## src/rtl/apple1_pia.sv

```systemverilog
// Apple-1 PIA keyboard/display register window ($D010-$D013).
// Define APPLE1_PIA_KBD_FIFO_EN to replace the single key latch with a FIFO_DEPTH-entry FIFO.
module apple1_pia #(
    parameter int FIFO_DEPTH = 4
) (
    input  logic       clk,
    input  logic       reset,
    input  logic       enable,
    input  logic       cs,
    input  logic [1:0] addr,
    input  logic       we,
    input  logic [7:0] din,
    output logic [7:0] dout,
    input  logic [6:0] kbd_data,
    input  logic       kbd_strobe,
    output logic [6:0] disp_data,
    output logic       disp_valid,
    input  logic       disp_ready
);

    localparam logic [1:0] REG_KBD   = 2'd0;
    localparam logic [1:0] REG_KBDCR = 2'd1;
    localparam logic [1:0] REG_DSP   = 2'd2;
    localparam logic [1:0] REG_DSPCR = 2'd3;

    logic       acc;
    logic       wr_dsp, wr_kcr, wr_dcr, rd_kbd;
    logic [6:0] key_in;
    logic [6:0] head_key;
    logic       kbd_flag;

    logic [6:0] kcr_q, kcr_d;
    logic [6:0] dcr_q, dcr_d;
    logic [6:0] disp_data_q, disp_data_d;
    logic       disp_valid_q, disp_valid_d;

    assign acc    = enable & cs;
    assign wr_dsp = acc & we & (addr == REG_DSP);
    assign wr_kcr = acc & we & (addr == REG_KBDCR);
    assign wr_dcr = acc & we & (addr == REG_DSPCR);
    assign rd_kbd = acc & ~we & (addr == REG_KBD);

    // Lowercase letters are folded to uppercase before storage.
    always_comb begin
        key_in = kbd_data;
        if (kbd_data >= 7'h61 && kbd_data <= 7'h7A) key_in = kbd_data - 7'h20;
    end

`ifdef APPLE1_PIA_KBD_FIFO_EN
    localparam int AW = $clog2(FIFO_DEPTH);

    logic [6:0]  mem_q [FIFO_DEPTH];
    logic [AW:0] wr_ptr_q, wr_ptr_d;
    logic [AW:0] rd_ptr_q, rd_ptr_d;
    logic [6:0]  last_q, last_d;
    logic        empty, full, push, pop;

    assign empty = (wr_ptr_q == rd_ptr_q);
    assign full  = (wr_ptr_q[AW] != rd_ptr_q[AW]) &&
                   (wr_ptr_q[AW-1:0] == rd_ptr_q[AW-1:0]);
    assign pop   = rd_kbd & ~empty;
    // A full FIFO still accepts a key when an entry leaves on the same edge.
    assign push  = kbd_strobe & (~full | pop);

    always_comb begin
        wr_ptr_d = wr_ptr_q;
        rd_ptr_d = rd_ptr_q;
        last_d   = last_q;
        if (push) wr_ptr_d = wr_ptr_q + 1'b1;
        if (pop) begin
            rd_ptr_d = rd_ptr_q + 1'b1;
            last_d   = mem_q[rd_ptr_q[AW-1:0]];
        end
    end

    always_ff @(posedge clk) begin
        if (reset) begin
            wr_ptr_q <= '0;
            rd_ptr_q <= '0;
            last_q   <= '0;
            for (int i = 0; i < FIFO_DEPTH; i++) mem_q[i] <= '0;
        end else begin
            wr_ptr_q <= wr_ptr_d;
            rd_ptr_q <= rd_ptr_d;
            last_q   <= last_d;
            if (push) mem_q[wr_ptr_q[AW-1:0]] <= key_in;
        end
    end

    // An empty FIFO keeps presenting the most recently popped key.
    assign head_key = empty ? last_q : mem_q[rd_ptr_q[AW-1:0]];
    assign kbd_flag = ~empty;
`else
    logic [6:0] key_q, key_d;
    logic       flag_q, flag_d;

    // A strobe coinciding with a KBD read keeps the flag set for the new key.
    always_comb begin
        key_d  = key_q;
        flag_d = flag_q;
        if (rd_kbd) flag_d = 1'b0;
        if (kbd_strobe) begin
            key_d  = key_in;
            flag_d = 1'b1;
        end
    end

    always_ff @(posedge clk) begin
        if (reset) begin
            key_q  <= '0;
            flag_q <= 1'b0;
        end else begin
            key_q  <= key_d;
            flag_q <= flag_d;
        end
    end

    assign head_key = key_q;
    assign kbd_flag = flag_q;
`endif

    // A DSP write on a transfer edge wins and keeps the character pending.
    always_comb begin
        kcr_d        = kcr_q;
        dcr_d        = dcr_q;
        disp_data_d  = disp_data_q;
        disp_valid_d = disp_valid_q;
        if (disp_valid_q && disp_ready) disp_valid_d = 1'b0;
        if (wr_dsp) begin
            disp_data_d  = din[6:0];
            disp_valid_d = 1'b1;
        end
        if (wr_kcr) kcr_d = din[6:0];
        if (wr_dcr) dcr_d = din[6:0];
    end

    always_ff @(posedge clk) begin
        if (reset) begin
            kcr_q        <= '0;
            dcr_q        <= '0;
            disp_data_q  <= '0;
            disp_valid_q <= 1'b0;
        end else begin
            kcr_q        <= kcr_d;
            dcr_q        <= dcr_d;
            disp_data_q  <= disp_data_d;
            disp_valid_q <= disp_valid_d;
        end
    end

    always_comb begin
        dout = 8'h00;
        if (cs) begin
            case (addr)
                REG_KBD:   dout = {1'b1, head_key};
                REG_KBDCR: dout = {kbd_flag, kcr_q};
                REG_DSP:   dout = {disp_valid_q, disp_data_q};
                default:   dout = {1'b0, dcr_q};
            endcase
        end
    end

    assign disp_data  = disp_data_q;
    assign disp_valid = disp_valid_q;

endmodule

```

## config.mk

```make
export PLATFORM = sky130hd
export DESIGN_NAME = apple1_pia
export DESIGN_NICKNAME = d
export VERILOG_FILES = /design/src/rtl/apple1_pia.sv
export SDC_FILE = /design/constraint.sdc
export NUM_CORES = 1
export LEC_CHECK = 0
export ABC_AREA = 0
export CAP_MARGIN = 20
export CORE_MARGIN = 1
export CORE_UTILIZATION = 30
export CTS_CLUSTER_DIAMETER = 60
export CTS_CLUSTER_SIZE = 12
export DETAILED_ROUTE_END_ITERATION = 10
export SLEW_MARGIN = 20
export SYNTH_ARGS = -nofsm -noshare
export SYNTH_HDL_FRONTEND = slang
export SYNTH_SLANG_ARGS = --single-unit
export TNS_END_PERCENT = 20
```

## constraint.sdc

```tcl
create_clock -name clk -period 1.2 [get_ports clk]
set_clock_uncertainty 0.05 [all_clocks]
set_input_delay 0.12 -clock clk [delete_from_list [all_inputs] [get_ports clk]]
set_output_delay 0.12 -clock clk [all_outputs]
set_load 0.1 [all_outputs]
```

==> results.toml <==
[status]
status = "complete, but fails checks"
violations = "negative setup slack"

[place]
place_inst = 257
gp_congestion = 0.793
dp_hpwl_um = 3050
numPortBuffers = 38
dpl_cell_area_mm2 = 0.00235

[sta]
setup-tns-final_ns = -2.94
slew_headroom = 0.669
grt_setup_unrepaired = "yes"
hold_viol = 0
timing.fmax_mhz = 640
timing.final.ws_setup_ns = -0.362
holdWs_ns = 0.225
drv_slew = 0
tightest_slew_ns = 0.492
fin_crit_ns = 1.56
period_share = 1.30
setup-violations-final = 11

[cts]
cts_buffers = 5
tritoncts = "built"
clk_path_buf_depth = 2
cts.sinks = 30
cts_hold_buf = 0
insertion_delay_ns = 0.28
root_buffer = "clkbuf_8"
clk_pin_slew_ns = 0.07
cts-htree-levels = 2

[critical_path]
reg2reg_from = "disp_data[4]"
startpoint_type = "flop"
path_class = "flop to primary output"
r2r_slack_ns = 0.28
r2r_end = "disp_data[4]"
endpoint_kind = "primary output"
cp.required_ns = 1.03
crit_start = "disp_data[4]"
rr_worst_depth = 4
path_max_fanout = 2
crit_arrival_ns = 1.39
cp-endpoint = "dout[4]"

[route]
drc_errors = 0
dr.pass1.iters = 6
ant_nets = 0
routedWlPerCell_um = 15.5
drt_wl_total_um = 4220
routed_via_density = 4.81
route.vias.total = 1309
drtIter0Drc = 22

[logic_synthesis]
synth-seq-cells = 30
yosysSeqAreaShare = 0.420
netlist_area_mm2 = 0.00143
synth_edf_count = 0
syn_inst = 139
synthArstFlopShare = 0
synth_top_flop_cell = "dfxtp_1"
ys_top_cells_by_area = "dfxtp_1 (42%), mux2i_1 (18%), mux4_2 (11%)"
synth_area_per_cell_um2 = 10.3
synth.distinct_cells = 28
yosys.area.top_type = "dfxtp_1"
synth_commonest_cells = "nor2_1 (32), dfxtp_1 (30), mux2i_1 (26), and2_1 (7), mux4_2 (7)"
syn_nets = 164
synth.most_common_cell = "nor2_1"
yosys_warnings = 0
synth_top_area_frac = 0.420

[die]
core-area_mm2 = 0.00447
initial_core_util = 0.319
dieArea_mm2 = 0.00504
dieHeight_um = 71.0
num_rows = 24
pin_count = 40
dieWidth_um = 71.0

[grt]
grt.overflow.total = 0
grtUsageTotal = 0.171
grt_max_degree = 21
antenna_found_initial = 0
grt_pass1_vias = 1368
grt_pass1_wl_um = 6530

[cells_and_area]
antenna_cells = 0
drive_gt1_frac = 0.500
design_area_mm2 = 0.00259
nFillCells = 375
syn_to_final_growth_pct = 81.2
final_cell_count_no_fill = 272
nets = 244

[hold_path]
worstHoldPathType = "primary input to flop"

[pwr]
p_total_w = 0.00253
power_density_mw_per_mm2 = 976
p_leak_nw = 1.13
peakVddDrop_mv = 0.752

[job]
drv_cap = 0
flip-flops by register name (all words and copies together) (netlist names):
register / cells
kcr_q: 7
head_key: 7
disp_valid: 1
dcr_q: 7
disp_data: 7
flag_q: 1
metal layers:
metal / wire (µm) / vias to the layer above / GRT usage
li1: - / 649 / -
met1: 1840 / 618 / 0.214
met2: 2160 / 33 / 0.282
met3: 145 / 9 / 0.0385
met4: 72 / 0 / 0.0800
met5: 0 / - / 0
repair_timing:
action,in CTS,in global routing
pin swaps,11,4
endpoints found under the hold margin,0,0
cloned,1,0
resized for setup,24,12
setup endpoints to repair,32,29
buffers inserted,6,0
worst min path at each step:
stage | cells past startpoint | from | endpoint | slack, ns
after floorplan | 2 | din[0] | dcr_q[0] | 0.21
after global placement | 2 | kcr_q[5] | kcr_q[5] | 0.42
after detailed placement | 2 | flag_q | flag_q | 0.43
after CTS | 3 | kbd_data[1] | head_key[1] | 0.23
after global routing | 3 | kbd_data[1] | head_key[1] | 0.26
final | 3 | kbd_data[1] | head_key[1] | 0.23
worst max-delay path: stages, from the launching register on:
cell and delay (ns):
dfxtp_4 0.34, mux4_2 0.44, and2_4 0.17, buf_12 0.16
cell usage in the layout, fill, tap and decap left out, types with 2 or more instances in the layout:
cell and count:
dfxtp_1 19, and2_4 7, nand2_1 4, inv_2 2
mux4_2 7, clkdlybuf4s50_1 11, clkbuf_8 5, dlygate4sd2_1 8
nor2_1 31, mux2i_1 26, dfxtp_4 8, a21oi_1 2
buf_6 4, clkinv_2 2, buf_12 18, dfxtp_2 3
buf_4 35, nor2_2 3
logic make-up (layout without fill, tap and decap cells):
| family | Yosys count | count (layout) | synth area share |
|---|---|---|---|
| compound gates | 11 | 11 | 0.0630 |
| fa+ha+maj | 1 | 1 | 0.00876 |
| buf+inv | 10 | 91 | 0.0306 |
| mux | 33 | 33 | 0.292 |
| simple gates | 54 | 54 | 0.185 |
| flops | 30 | 30 | 0.420 |
final cells by class:
cell class | count | area (µm²) | share of cell area
Sequential cell | 30 | 634 | 0.245
Multi-Input combinational cell | 99 | 866 | 0.334
Timing Repair Buffer | 80 | 903 | 0.349
Clock buffer | 5 | 68.8 | 0.0266
Clock inverter | 3 | 40.0 | 0.0155
Inverter | 3 | 11.3 | 0.00435
Tap cell | 52 | 65.1 | 0.0251
where the power goes:
part / leakage [nW] / switching, W / internal, W
clock: 0.0579 / 0.000384 / 0.000610
combinational: 0.820 / 0.000245 / 0.000261
sequential: 0.251 / 0.0000181 / 0.00101
stage by stage:
| step | worst slack, ns | util |
|---|---|---|
| detailed placement | -0.846 | 0.525 |
| global placement | -0.646 | 0.525 |
| floorplan | -0.188 | - |
| global route | -0.394 | 0.579 |
| CTS | -0.370 | 0.570 |
| finish | -0.362 | 0.579 |
(Power assumes the default switching activity.)
